### src/rtl/motion_update_broadcast.sv
// motion_update_broadcast: computes each updated particle's destination cell and broadcasts it to all
// per-cell caches inside a framed motion_update_enable window. Define PERIODIC_WRAP_EN for periodic wrap.
module motion_update_broadcast #(
    parameter int DATA_WIDTH    = 32,
    parameter int FRAC_BITS     = 24,
    parameter int CELL_ID_WIDTH = 4,
    parameter int CELL_NUM_X    = 3,
    parameter int CELL_NUM_Y    = 3,
    parameter int CELL_NUM_Z    = 3,
    parameter int CNT_WIDTH     = 16,
    parameter int HOLD_CYCLES   = 2   // must be >= 1
) (
    input  logic                       clk,
    input  logic                       rst,
    input  logic                       in_start,
    input  logic [3*DATA_WIDTH-1:0]    in_pos,
    input  logic                       in_valid,
    input  logic                       in_last,
    output logic                       in_ready,
    output logic                       motion_update_enable,
    output logic [3*DATA_WIDTH-1:0]    out_data,
    output logic [3*CELL_ID_WIDTH-1:0] out_dst_cell,
    output logic                       out_data_valid,
    output logic [CNT_WIDTH-1:0]       out_particle_cnt,
    output logic                       out_done,
    output logic                       out_err
);
    localparam int HOLD_W = (HOLD_CYCLES > 1) ? $clog2(HOLD_CYCLES) : 1;

    typedef enum logic [2:0] {IDLE, STREAM, FLUSH, HOLD, DONE} state_t;

    state_t                      state;
    logic [HOLD_W-1:0]           hold_cnt;
    logic                        beat_ok;
    logic [3*DATA_WIDTH-1:0]     wrap_pos;
    logic [3*CELL_ID_WIDTH-1:0]  wrap_cell;
    logic signed [DATA_WIDTH-1:0] coord;
    int                          idx_i;

    function automatic int cell_num(input int unsigned axis);
        case (axis)
            0:       return CELL_NUM_X;
            1:       return CELL_NUM_Y;
            default: return CELL_NUM_Z;
        endcase
    endfunction

    assign in_ready = (state == STREAM);

    // Per-axis integer part is the signed bits above the binary point; cells are 1-based on output.
    always_comb begin
        beat_ok   = 1'b1;
        wrap_pos  = in_pos;
        wrap_cell = '0;
        coord     = '0;
        idx_i     = 0;
        for (int unsigned a = 0; a < 3; a++) begin
            coord = in_pos[a*DATA_WIDTH +: DATA_WIDTH];
            idx_i = int'($signed(coord[DATA_WIDTH-1:FRAC_BITS]));
`ifdef PERIODIC_WRAP_EN
            if (idx_i == cell_num(a)) begin
                coord = coord - (DATA_WIDTH'(cell_num(a)) << FRAC_BITS);
                idx_i = 0;
            end else if (idx_i == -1) begin
                coord = coord + (DATA_WIDTH'(cell_num(a)) << FRAC_BITS);
                idx_i = cell_num(a) - 1;
            end
`endif
            if (idx_i < 0 || idx_i >= cell_num(a))
                beat_ok = 1'b0;
            wrap_pos[a*DATA_WIDTH +: DATA_WIDTH]          = coord;
            wrap_cell[a*CELL_ID_WIDTH +: CELL_ID_WIDTH]   = CELL_ID_WIDTH'(idx_i + 1);
        end
    end

    always_ff @(posedge clk) begin
        if (rst) begin
            state                <= IDLE;
            hold_cnt             <= '0;
            motion_update_enable <= 1'b0;
            out_data             <= '0;
            out_dst_cell         <= '0;
            out_data_valid       <= 1'b0;
            out_particle_cnt     <= '0;
            out_done             <= 1'b0;
            out_err              <= 1'b0;
        end else begin
            out_data_valid <= 1'b0;
            out_data       <= '0;
            out_dst_cell   <= '0;
            out_done       <= 1'b0;
            case (state)
                IDLE: if (in_start) begin
                    state                <= STREAM;
                    motion_update_enable <= 1'b1;
                    out_particle_cnt     <= '0;
                    out_err              <= 1'b0;
                end
                STREAM: if (in_valid) begin
                    if (beat_ok) begin
                        out_data_valid <= 1'b1;
                        out_data       <= wrap_pos;
                        out_dst_cell   <= wrap_cell;
                        if (out_particle_cnt != '1)
                            out_particle_cnt <= out_particle_cnt + 1'b1;
                    end else begin
                        out_err <= 1'b1;
                    end
                    if (in_last)
                        state <= FLUSH;
                end
                FLUSH: begin
                    state                <= HOLD;
                    motion_update_enable <= 1'b0;
                    hold_cnt             <= '0;
                end
                HOLD: begin
                    if (hold_cnt == HOLD_W'(HOLD_CYCLES - 1)) begin
                        state    <= DONE;
                        out_done <= 1'b1;
                    end else begin
                        hold_cnt <= hold_cnt + 1'b1;
                    end
                end
                DONE:    state <= IDLE;
                default: state <= IDLE;
            endcase
        end
    end
endmodule
### config.mk
export PLATFORM = sky130hd
export DESIGN_NAME = motion_update_broadcast
export DESIGN_NICKNAME = d
export VERILOG_FILES = /design/src/rtl/motion_update_broadcast.sv
export SDC_FILE = /design/constraint.sdc
export NUM_CORES = 1
export LEC_CHECK = 0
export ABC_CLOCK_PERIOD_IN_PS = 3600
export CAP_MARGIN = 0
export CORE_MARGIN = 3
export CORE_UTILIZATION = 38
export CTS_CLUSTER_DIAMETER = 150
export DETAILED_ROUTE_END_ITERATION = 8
export HOLD_SLACK_MARGIN = 0.12
export PLACE_DENSITY = 0.79
export SYNTH_ARGS = -nofsm -noshare
export SYNTH_HDL_FRONTEND = slang
export SYNTH_SLANG_ARGS = --single-unit
### constraint.sdc
create_clock -name clk -period 3.6 [get_ports clk]
set_input_delay 1.08 -clock clk [delete_from_list [all_inputs] [get_ports clk]]
set_output_delay 1.08 -clock clk [all_outputs]
set_load 0.02 [all_outputs]
==> results of run 1 <==
## per-layer routing
metal  GRT usage (%)  part of all wire [%]  vias to the layer above
met5               0                     0                        -
met4           11.41                   2.9                        0
met3           7.781                   9.1                       23
met2           31.63                    50                      174
met1           20.17                    38                     1580
li1                -                     -                     1726
## power groups by stage
stage	combinational (mW)	clock (mW)	sequential (mW)
after global routing	0.242	1.97	1.49
after detailed placement	0.223	0	1.52
after CTS	0.225	1.90	1.49
after global placement	0.220	0	1.52
after floorplan	0.0508	0	1.54
final	0.224	1.86	1.49
## cells in the mapped netlist (all sizes together), types with 2 or more instances
cell,count,area share (%)
dfxtp,132,64
and2,82,12
nand2,24,2.2
a21oi,14,1.7
clkbuf,14,1.4
nand2b,13,2.0
mux2i,12,2.9
nand4,9,1.5
nor2,8,0.72
buf,6,0.75
nand3,6,0.72
nor3,6,0.99
nor4,6,0.90
a211oi,5,0.90
ha,4,1.2
inv,4,0.36
nor2b,4,0.60
or4,4,0.81
o21a,3,0.54
a2111oi,2,0.57
o211ai,2,0.36
o31a,2,0.42
## stage by stage
| stage | worst slack, ns | total power, mW |
|---|---|---|
| 2_1_floorplan | 0.7551 | 1.590 |
| 3_5_place_dp | 0.04620 | 1.745 |
| 4_1_cts | 0.3973 | 3.619 |
| 3_3_place_gp | 0.1306 | 1.742 |
| 6_report | 0.4195 | 3.577 |
| 5_1_grt | 0.2851 | 3.701 |
## cell families (layout without fill, tap and decap cells)
family / Yosys count / in the layout / share of synthesized area (%)
fa+ha+maj: 4 / 4 / 1.204
mux: 12 / 12 / 2.890
other cells: 1 / 24 / 0.09022
compound gates: 31 / 31 / 5.027
simple gates: 170 / 170 / 24.65
flops: 132 / 132 / 63.58
buf+inv: 24 / 268 / 2.559
## cell type report
cell class | instances | share of cell area, %
flip-flops and latches | 132 | 36.15
repair buffers | 233 | 31.94
multi-input cells | 241 | 20.43
clock buffers | 20 | 6.230
clock inverters | 11 | 2.721
well taps | 136 | 2.328
inverters | 4 | 0.2054
## worst max-delay path: stages (launching register included)
cell and delay, ns:
dfxtp_1 0.39, nor2_1 0.29, nand2_1 0.16, inv_1 0.13
clkdlybuf4s50_1 0.63
## sequential cells by signal, indices dropped and copies added (netlist names), 3 cells and up
register,count
out_data,96
out_particle_cnt,16
out_dst_cell,12
state,3
## final timing paths
check | endpoint | cells after the start
min reg2reg | out_particle_cnt[14] | 2
max reg2reg | out_particle_cnt[3] | 7
min | out_particle_cnt[14] | 2
max | in_ready | 4
==> results, run 1 <==
- The later pin in the worst-skew pair is clocked with a latency of 0.51 ns.
- The number of enable-type register cells in the synthesized netlist is 0.
- In this run switching power makes up roughly a fifth of total power.
- The power density of the placed cells is around 490 nW/um^2.
- Routability-driven placement finished with a final weighted congestion of 0.8429.
- The utilization after layout is 69.88%.
- Yosys printed 0 warnings.
- The first global-routing pass estimated 18250 um of wire.
- The count of hold-fix buffers inserted at cts is 0.
- The CTS tree is done.
- Setup repair after global routing left no endpoint under its margin.
- Summing every instance area after synthesis gives 4156 um^2.
- The worst register-to-register path begins at out_particle_cnt[0].
- The number of antenna violations at the first check in global routing is 0.
- The final instance count without filler cells is 777.
- The number of register bits inferred by synthesis is around 130.
- For this design, the sink count on the clock tree is 132.
- The post-cts resize count is 0.
- Buffers placed on the I/O ports in this run total 229.
- The register area share after synthesis is between 60% and 70%.
- The class of the most critical hold timing path is flip-flop to flip-flop.
- The maximum operating frequency is approximately 0.31 GHz.
- The pre-antenna-repair detailed-routing pass consisted of 4 iterations.
- The detail-routed via count per cell is 4.508.
- The total overflow left after global routing is 0.
- The fraction of power consumed by combinational cells is around 6.3%.
- The row count is 37.
- The total clock buffers created by CTS is 17.
- Clock-pin slew was measured on the worst setup and hold paths at 0.06 ns.
- The largest voltage drop on the vdd net is 0.2670 mV.
- Entering global routing, the biggest net connects 86 pins.
- The sequential cell area is roughly 2600 um^2.
- The biggest fanout along the worst timing path is 9.
- The number of antenna-violating nets in the routed design is 0.
- From bottom edge to top edge, the die measures about 110 um.
- For this run, the leading register cell type out of synthesis is dfxtp_1.
- The share of total power dissipated in the clock network is 52.1%.
- The final critical path takes up 88.35% of the cycle.
- The via count of the first global-routing pass is 3545.
- The number of instances in the placed design is 746.
- The detailed router finished its first iteration with 82 violations.
- The gate count of the mapped netlist is 374.
- The clock root buffer is clkbuf_8.
- The layout has 783 filler cells.
- Leaving out fill and tap cells, the most frequent cell in the layout is clkdlybuf4s50_1.
- The sort of element at the start of the critical path is a flip-flop.
- The switching power of the nets is around 0.7 mW.
- The core outline area is 10460 um^2.
- The endpoint class of the critical path is a primary output.
- Adding up every negative setup slack in the final design gives 0 ns.
- The multi-input combinational cell area is 1494 um^2.
- The smallest clock period supported by the final layout is computed as 3.181 ns.
- 0 antenna diodes ended up in the layout.
- Registers are responsible for 41.7% of the overall power.
- The leakage power of the design is 2.802 nW.
- For this configuration, the core starts out at a cell density of 39.73%.
- Dividing the detail-routed wire length by the instance count gives about 15 um.
- The number of distinct library cells after synthesis is 42.
- Internal power comes to roughly 2.9 mW.
- The critical path starts at state[1].
- For this run, asynchronously set or reset flops after synthesis account for 0%.
- The detailed router placed approximately 3500 vias in this run.
- The layout net count is 734.
- The die outline area is 12230 um^2.
- Final hold analysis gives a worst-case slack of a little under 0.5 ns.
- The library cells used most frequently in the layout, excluding fill and tap cells, are clkdlybuf4s50_1 (229), dfxtp_1 (132), and2_1 (82), conb_1 (24), nand2_1 (23).
- For the final database, setup skew stands at between 0.007 and 0.008 ns.
- Max-cap violations in this run came to 0.
- The worst hold path begins at out_particle_cnt[14].
- The number of endpoints with negative hold slack in the final report came to 0.
- The post-CTS repair timing setup buffer count is 0.
- For this design the top-level I/O count stands at 230.
- The CTS H-tree depth is 4.
- The type of the worst setup path is flip-flop to primary output.
- Each instance of the synthesized netlist takes up on average approximately 11 um^2.
- At the worst endpoint, the required time is 2.52 ns.
- The total routing resource utilization after global routing is 19.04%.
- The finished cells cover 7311 um^2.
- The run finished with clean final reports.
- The post-detailed-placement cell area is 6656 um^2.
- The longest clock path from root to sink contains 2 buffers.
- The number of pins with negative max-slew slack in the final report is 0.
- STA puts the critical path data arrival time at 2.10 ns.
- Setup violations remaining at the end of the flow were counted as 0.
- For flop-to-flop paths, the worst setup slack is 1.49 ns.
- After legalization and detailed placement, the total HPWL measured between 8000 and 9000 um.
- From left edge to right edge, the die measures 110.6 um.
- The DRC violation count after routing is 0.
- From synthesis to final layout, the design area changed by 75.89%.
- The final wirelength is 11360 um.
- The proportion of layout cells with a drive suffix above 1 is 6.708%.
No activity file was read; power rests on OpenSTA's default activity.
==> inputs of run 2 (changes only) <==
--- a/config.mk
+++ b/config.mk
@@ -5,14 +5,14 @@
 export SDC_FILE = /design/constraint.sdc
 export NUM_CORES = 1
 export LEC_CHECK = 0
-export ABC_CLOCK_PERIOD_IN_PS = 3600
+export ABC_CLOCK_PERIOD_IN_PS = 4100
 export CAP_MARGIN = 0
 export CORE_MARGIN = 3
-export CORE_UTILIZATION = 38
+export CORE_UTILIZATION = 35
 export CTS_CLUSTER_DIAMETER = 150
 export DETAILED_ROUTE_END_ITERATION = 8
 export HOLD_SLACK_MARGIN = 0.12
-export PLACE_DENSITY = 0.79
+export PLACE_DENSITY = 0.74
 export SYNTH_ARGS = -nofsm -noshare
 export SYNTH_HDL_FRONTEND = slang
 export SYNTH_SLANG_ARGS = --single-unit
==> constraint.sdc (replaced) <==
create_clock -name clk -period 4.1 [get_ports clk]
set_input_delay 1.23 -clock clk [delete_from_list [all_inputs] [get_ports clk]]
set_output_delay 1.23 -clock clk [all_outputs]
set_load 0.02 [all_outputs]
==> run 2 against run 1 <==
Non-clock buffer count down 2. Global-route usage fell by 1.2 points. Utilization decreased by 6.9 points. Critical endpoint is now out_particle_cnt[5].
==> results, run 2 (same netlist as run 1, synthesis figures left out) <==
- The final cell area excluding filler cells came to 7251 um^2 (-0.82%).
- The biggest fanout along the worst timing path was 9 (unchanged).
- The final worst setup slack is 0.7561 ns (+0.3367 ns).
- The pin count of the biggest net entering global routing is 86 (unchanged).
- The proportion of layout cells with a drive suffix above 1 is 6.250% (-0.46 points).
- The post-CTS repair timing setup buffer count came to 0 (unchanged).
- The length of routed met2 wiring came to 5799 um (+2.6%).
- The count of routing violations after the opening detailed-route iteration is 167 (+100%).
- The core outline area was 11520 um^2 (+10%).
- The slowest cell on the critical path is a2111oi_2.
- The largest registers in the layout are out_data (96), out_particle_cnt (16), out_dst_cell (12).
- Leaving out fill and tap cells, the most frequent cells in the layout are clkdlybuf4s50_1 (229), dfxtp_1 (132), and2_1 (82), conb_1 (24), nand2_1 (23).
- The wire length of the first global-routing pass is 17770 um (-2.6%).
- The die outline area is 13220 um^2 (+8.1%).
- The number of antenna-violating nets in the routed design is 0 (unchanged).
- In the finished design, the share of the clock period the worst path needs comes to between 80% and 90%.
- The class of the most critical hold timing path is flip-flop to flip-flop.
- The amount of wire on met3 after detailed routing is 1337 um (+30%).
- Walking the worst path, the cells encountered are clkdlybuf4s50_1 -> ha_1 -> nor4_1 -> and4_1 -> nand4_2 -> a2111oi_2 -> mux2i_1.
- The type of the worst setup path is input pin to flip-flop.
- The clock root buffer is clkbuf_16.
- The count of buffering cells on the critical path with inverters included is 1 (-1).
- The final-layout setup total negative slack is 0 ns (unchanged).
- Setup repair after global routing left no endpoint under its margin.
- The gate family responsible for the most delay along the worst path is simple AND/OR/NAND/NOR gates.
- The number of antenna violations at the first check in global routing is 0 (unchanged).
- The routability congestion estimate was 0.8349 (-0.95%).
- The post-detailed-placement cell area was 6650 um^2 (about the same).
- The multi-input combinational cell area is 1494 um^2 (unchanged).
- Relative to the synthesized area, the layout overhead comes to 74.44%.
- The number of antenna cells inserted is 0 (unchanged).
- The first-pass iteration count of the detailed router is 4 (unchanged).
- The overall power came to 3.033 mW (-15%).
- The total clock buffers created by CTS is 17 (unchanged).
- The run finished with clean final reports.
- The number of endpoints with negative hold slack in the final report is 0 (unchanged).
- The CTS H-tree depth is 4 (unchanged).
- The number of sinks driven by the clock tree is 132 (unchanged).
- The number of pins with negative max-slew slack in the final report is 0 (unchanged).
- The initial cell density of the core was 36.09% (-3.6 points).
- The largest voltage drop on the vdd net was 0.2500 mV (-6.4%).
- The chip height is 115.0 um (+4.0%).
- The layout net count was 732 (-0.27%).
- The quantity of I/O buffers inserted on ports is 229 (unchanged).
- The clock-pin slew on the worst setup and hold paths is 0.06 ns (about the same).
- The filler cell count was 934 (+19%).
- The register with the most flip-flops is out_data.
- The utilization after layout is 62.96% (-6.9 points).
- The data required time at the worst endpoint is 4.44 ns (+1.92 ns).
- The via count of the routed design was 3513 (+0.29%).
- The worst hold slack after final layout is 0.4949 ns (+0.004647 ns).
- The leakage power of the design is 2.771 nW (-1.1%).
- The die outline width came to 115.0 um (+4.0%).
- STA classifies the critical path startpoint as an input pin.
- The count of endpoints failing setup in the final report is 0 (unchanged).
- The via count of the first global-routing pass is 3622 (+2.2%).
- The met1 wire length came to 4223 um (-2.6%).
- The clock network latency to the later pin of the worst-skew pair is 0.41 ns (-0.10 ns).
- STA classifies the critical path endpoint as a flip-flop.
- The final instance count without filler cells is 783 (+0.77%).
- The total of max-cap violations was 0 (unchanged).
- The flip-flop count of the largest register, all copies and words added came to 96 (unchanged).
- The minimum setup slack after placement was 0.3723 ns (+0.3261 ns).
- The final wirelength is 11650 um (+2.6%).
- The half-perimeter wire length of the detailed placement result came to 8881 um (+3.5%).
- The average detailed-routed wire length per instance is 14.88 um (+1.8%).
- The detail-routed via count per cell is 4.487 (-0.48%).
- The worst clock skew is 0.005255 ns (-0.001971 ns).
- The row count is 39 (+5.4%).
- The CTS tree is done.
- The power density of the placed cells is 418.2 nW/um^2 (-15%).
- Leaving out fill and tap cells, the most frequent cell in the layout is clkdlybuf4s50_1.
- The global route total overflow is 0 (unchanged).
- The maximum single-stage delay on the critical path is 0.48 ns (-0.15 ns).
- The highest metal layer carrying signal wires in the routed design is met4.
- The post-cts resize count is 0 (unchanged).
- The sequential cell area is 2643 um^2 (unchanged).
- The number of top-level pins is 230 (unchanged).
- The count of hold-fix buffers inserted at cts is 0 (unchanged).
- The total routing resource utilization after global routing is 17.83% (-1.2 points).
- The maximum operating frequency is 0.2991 GHz.
- The number of instances in the placed design came to 751 (+0.67%).
- The arrival time of the worst setup path is 3.69 ns (+1.59 ns).
- The final critical delay including setup and external delays is 3.344 ns.
- The DRC violation count after routing was 0 (unchanged).
- The maximum buffer depth of the clock tree is 2 (unchanged).
run 2: changes by cell type in the layout (fill, tap and decap cells not counted):
| cell | before | now |
|---|---|---|
| clkinv_2 | 0 | 3 |
| clkbuf_16 | 16 | 17 |
| clkbuf_1 | 0 | 2 |
| buf_4 | 3 | 1 |
| inv_6 | 1 | 2 |
| bufinv_16 | 5 | 3 |
| clkinv_4 | 2 | 1 |
| clkbuf_8 | 4 | 1 |
run 2: final timing paths:
kind / slack [ns] / cells past startpoint / startpoint / endpoint
worst max-delay path: 0.76 / 7 / in_pos[56] / out_particle_cnt[5]
worst min-delay path: 0.49 / 2 / out_particle_cnt[4] / out_particle_cnt[4]
worst max register to register: 1.97 / 6 / out_particle_cnt[0] / out_particle_cnt[3]
worst min register to register: 0.49 / 2 / out_particle_cnt[4] / out_particle_cnt[4]
run 2: layer usage:
layer	global-route usage, %	vias up
met2	30.90	192
met5	0	-
li1	-	1724
met3	9.789	23
met1	17.17	1574
met4	8.607	0
run 2: cell type report:
cell class / instances / share of cell area (%)
flip-flops and latches: 132 / 36.45
repair buffers: 231 / 31.99
well taps: 143 / 2.468
clock inverters: 12 / 2.123
multi-input cells: 241 / 20.60
clock buffers: 20 / 6.160
inverters: 4 / 0.2071
run 2: where the power goes:
group | switching, mW | leakage [nW] | internal, mW | total (mW)
Clock | 0.553 | 0.287 | 0.973 | 1.53
Sequential | 0.00913 | 1.07 | 1.30 | 1.31
Combinational | 0.0729 | 1.41 | 0.125 | 0.197
Total | 0.635 | 2.77 | 2.40 | 3.03
run 2: worst register-to-register path: cells and delay by family, from the launching register on:
| family | cells | cell delay (ns) |
|---|---|---|
| and+or+nand+nor | 3 | 0.91 |
| DFF | 1 | 0.47 |
| AOI/OAI and AO/OA | 2 | 0.35 |
| adders and majority gates | 1 | 0.30 |
==> RTL edit, RTL diff (settings of run 1) <==
`CELL_ID_WIDTH`: 4 -> 6.
--- a/src/rtl/motion_update_broadcast.sv
+++ b/src/rtl/motion_update_broadcast.sv
@@ -3,7 +3,7 @@
 module motion_update_broadcast #(
     parameter int DATA_WIDTH    = 32,
     parameter int FRAC_BITS     = 24,
-    parameter int CELL_ID_WIDTH = 4,
+    parameter int CELL_ID_WIDTH = 6,
     parameter int CELL_NUM_X    = 3,
     parameter int CELL_NUM_Y    = 3,
     parameter int CELL_NUM_Z    = 3,
Ports: changed (resized out_dst_cell); port bits go from 230 to 236. The function was not compared with the original's and may differ.
==> RTL edit against run 1 <==
  * Sequential power increased by 5%
  * Setup slack better by 0.063 ns
  * Sequential cell count is 6 higher
  * Clock power decreased by 9.7%
  * Non-clock buffer count rose by 7
  * Combinational power about the same
  * Count of clock-buffer cells in the layout down 1
  * Routed wire length grew 1.4%
  * Final area is 0.58% lower
  * Critical path type unchanged
  * Area after synthesis decreased by 1.6%
  * Critical endpoint unchanged
  * Cell count grew 0.39%
  * Global-route usage decreased by 0.28 points
  * Power shrank 3.2%
==> RTL edit: results (changes against run 1) <==
stage,metric,value,unit,change
placement,place_ws,0.0582,ns,+0.0120 ns
clock_tree,cts_buffer_depth,2,,unchanged
drt,vias_per_cell,4.46,,-0.98%
grt,use_met3,7.40,%,-0.38 points
sta,fin_worst_skew,0.00593,ns,-0.00129 ns
worst_hold_path,min_delay_worst_endpoint,out_err,,
drt,dr_wl_met2,6.11,mm,+8.0%
finish,nFillCells,753,,-3.8%
drt,wl_met3,1.10,mm,+6.2%
status,outcome,"complete, no violations",,
worst_hold_path,min_path_cells,2,,unchanged
sta,hold_ws,0.451,ns,-0.0393 ns
grt,grt_pass1_vias,3358,,-5.3%
critical_path,cp.arrival,2.04,ns,-0.06 ns
power,vdd_drop_max,0.347,mV,+30%
synthesis,synth.area.mux_share,0.489,%,-2.4 points
synthesis,yosysSeqAreaShare,67.5,%,+3.9 points
finish,layout-drive-gt1-share,5.75,%,-0.96 points
finish,syn2layout_area_growth,77.6,%,
placement,dp_hpwl,8.97,mm,+4.5%
finish,finalNonFillerCells,780,,+0.39%
power,leakage,2.83,nW,+0.97%
synthesis,synth_compound_area_share,5.90,%,+0.88 points
drt,drt_wl_total,11.5,mm,+1.4%
grt,grt.total_usage,18.8,%,-0.28 points
placement,gp_congestion,0.740,,-12%
synthesis,synthCells,360,,-3.7%
grt,grt_max_degree,56,,-35%
synthesis,synth.area.top_cells,"dfxtp_1 (68%), and2_1 (12%), a21oi_1 (2.2%)",,
placement,dp_cells,749,,+0.40%
worst_hold_path,min_from,out_err,,
drt,m1WireLength,4.20,mm,-3.2%
synthesis,synth_common_cells,"dfxtp_1 (138), and2_1 (81), a21oi_1 (18)",,
synthesis,synthAdderAreaFrac,1.22,%,+0.019 points
finish,final_nets,737,,+0.41%
critical_path,slowest_delay,0.60,ns,-0.03 ns
placement,placed_cell_area,6690,µm²,+0.45%
finish,reg.largest.list,"out_data x96, out_dst_cell x18, out_particle_cnt x16",,
grt,grt_pass1_wl,17.0,mm,-6.6%
critical_path,path_max_fanout,10,,+1
sta,layout_setup_ws,0.482,ns,+0.0628 ns
critical_path,r2r_end,out_particle_cnt[12],,
grt,met1_usage,20.0,%,-0.20 points
[RTL edit: cell count changes after synthesis, moves of 3 or more]
| cell | change |
|---|---|
| dfxtp_1 | +6 |
| or3_1 | +9 |
| o31ai_1 | +3 |
| o21ai_0 | +13 |
| a21oi_1 | +4 |
| o21a_1 | -3 |
| a211oi_1 | -4 |
| nand2b_1 | -10 |
| nand3_1 | -3 |
| mux2i_1 | -10 |
| nand2_1 | -10 |
[RTL edit: report_power, final]
group	internal (W)	switching, W	total, W
sequential	0.00155	0.0000102	0.00156
combinational	0.000143	0.0000816	0.000224
clock	0.00107	0.000615	0.00168
[RTL edit: area by class of cell]
class	count	area share, %
multi-input combinational	232	18.6
timing repair buffer	240	32.9
inverter	3	0.155
tap	136	2.34
sequential	138	38.0
clock buffer	19	5.94
clock inverter	12	2.07
[RTL edit: tightest hold or removal path: stages (launching register included)]
cell and delay [ns]:
dfxtp_1 0.31, inv_1 0.05, a21oi_1 0.05
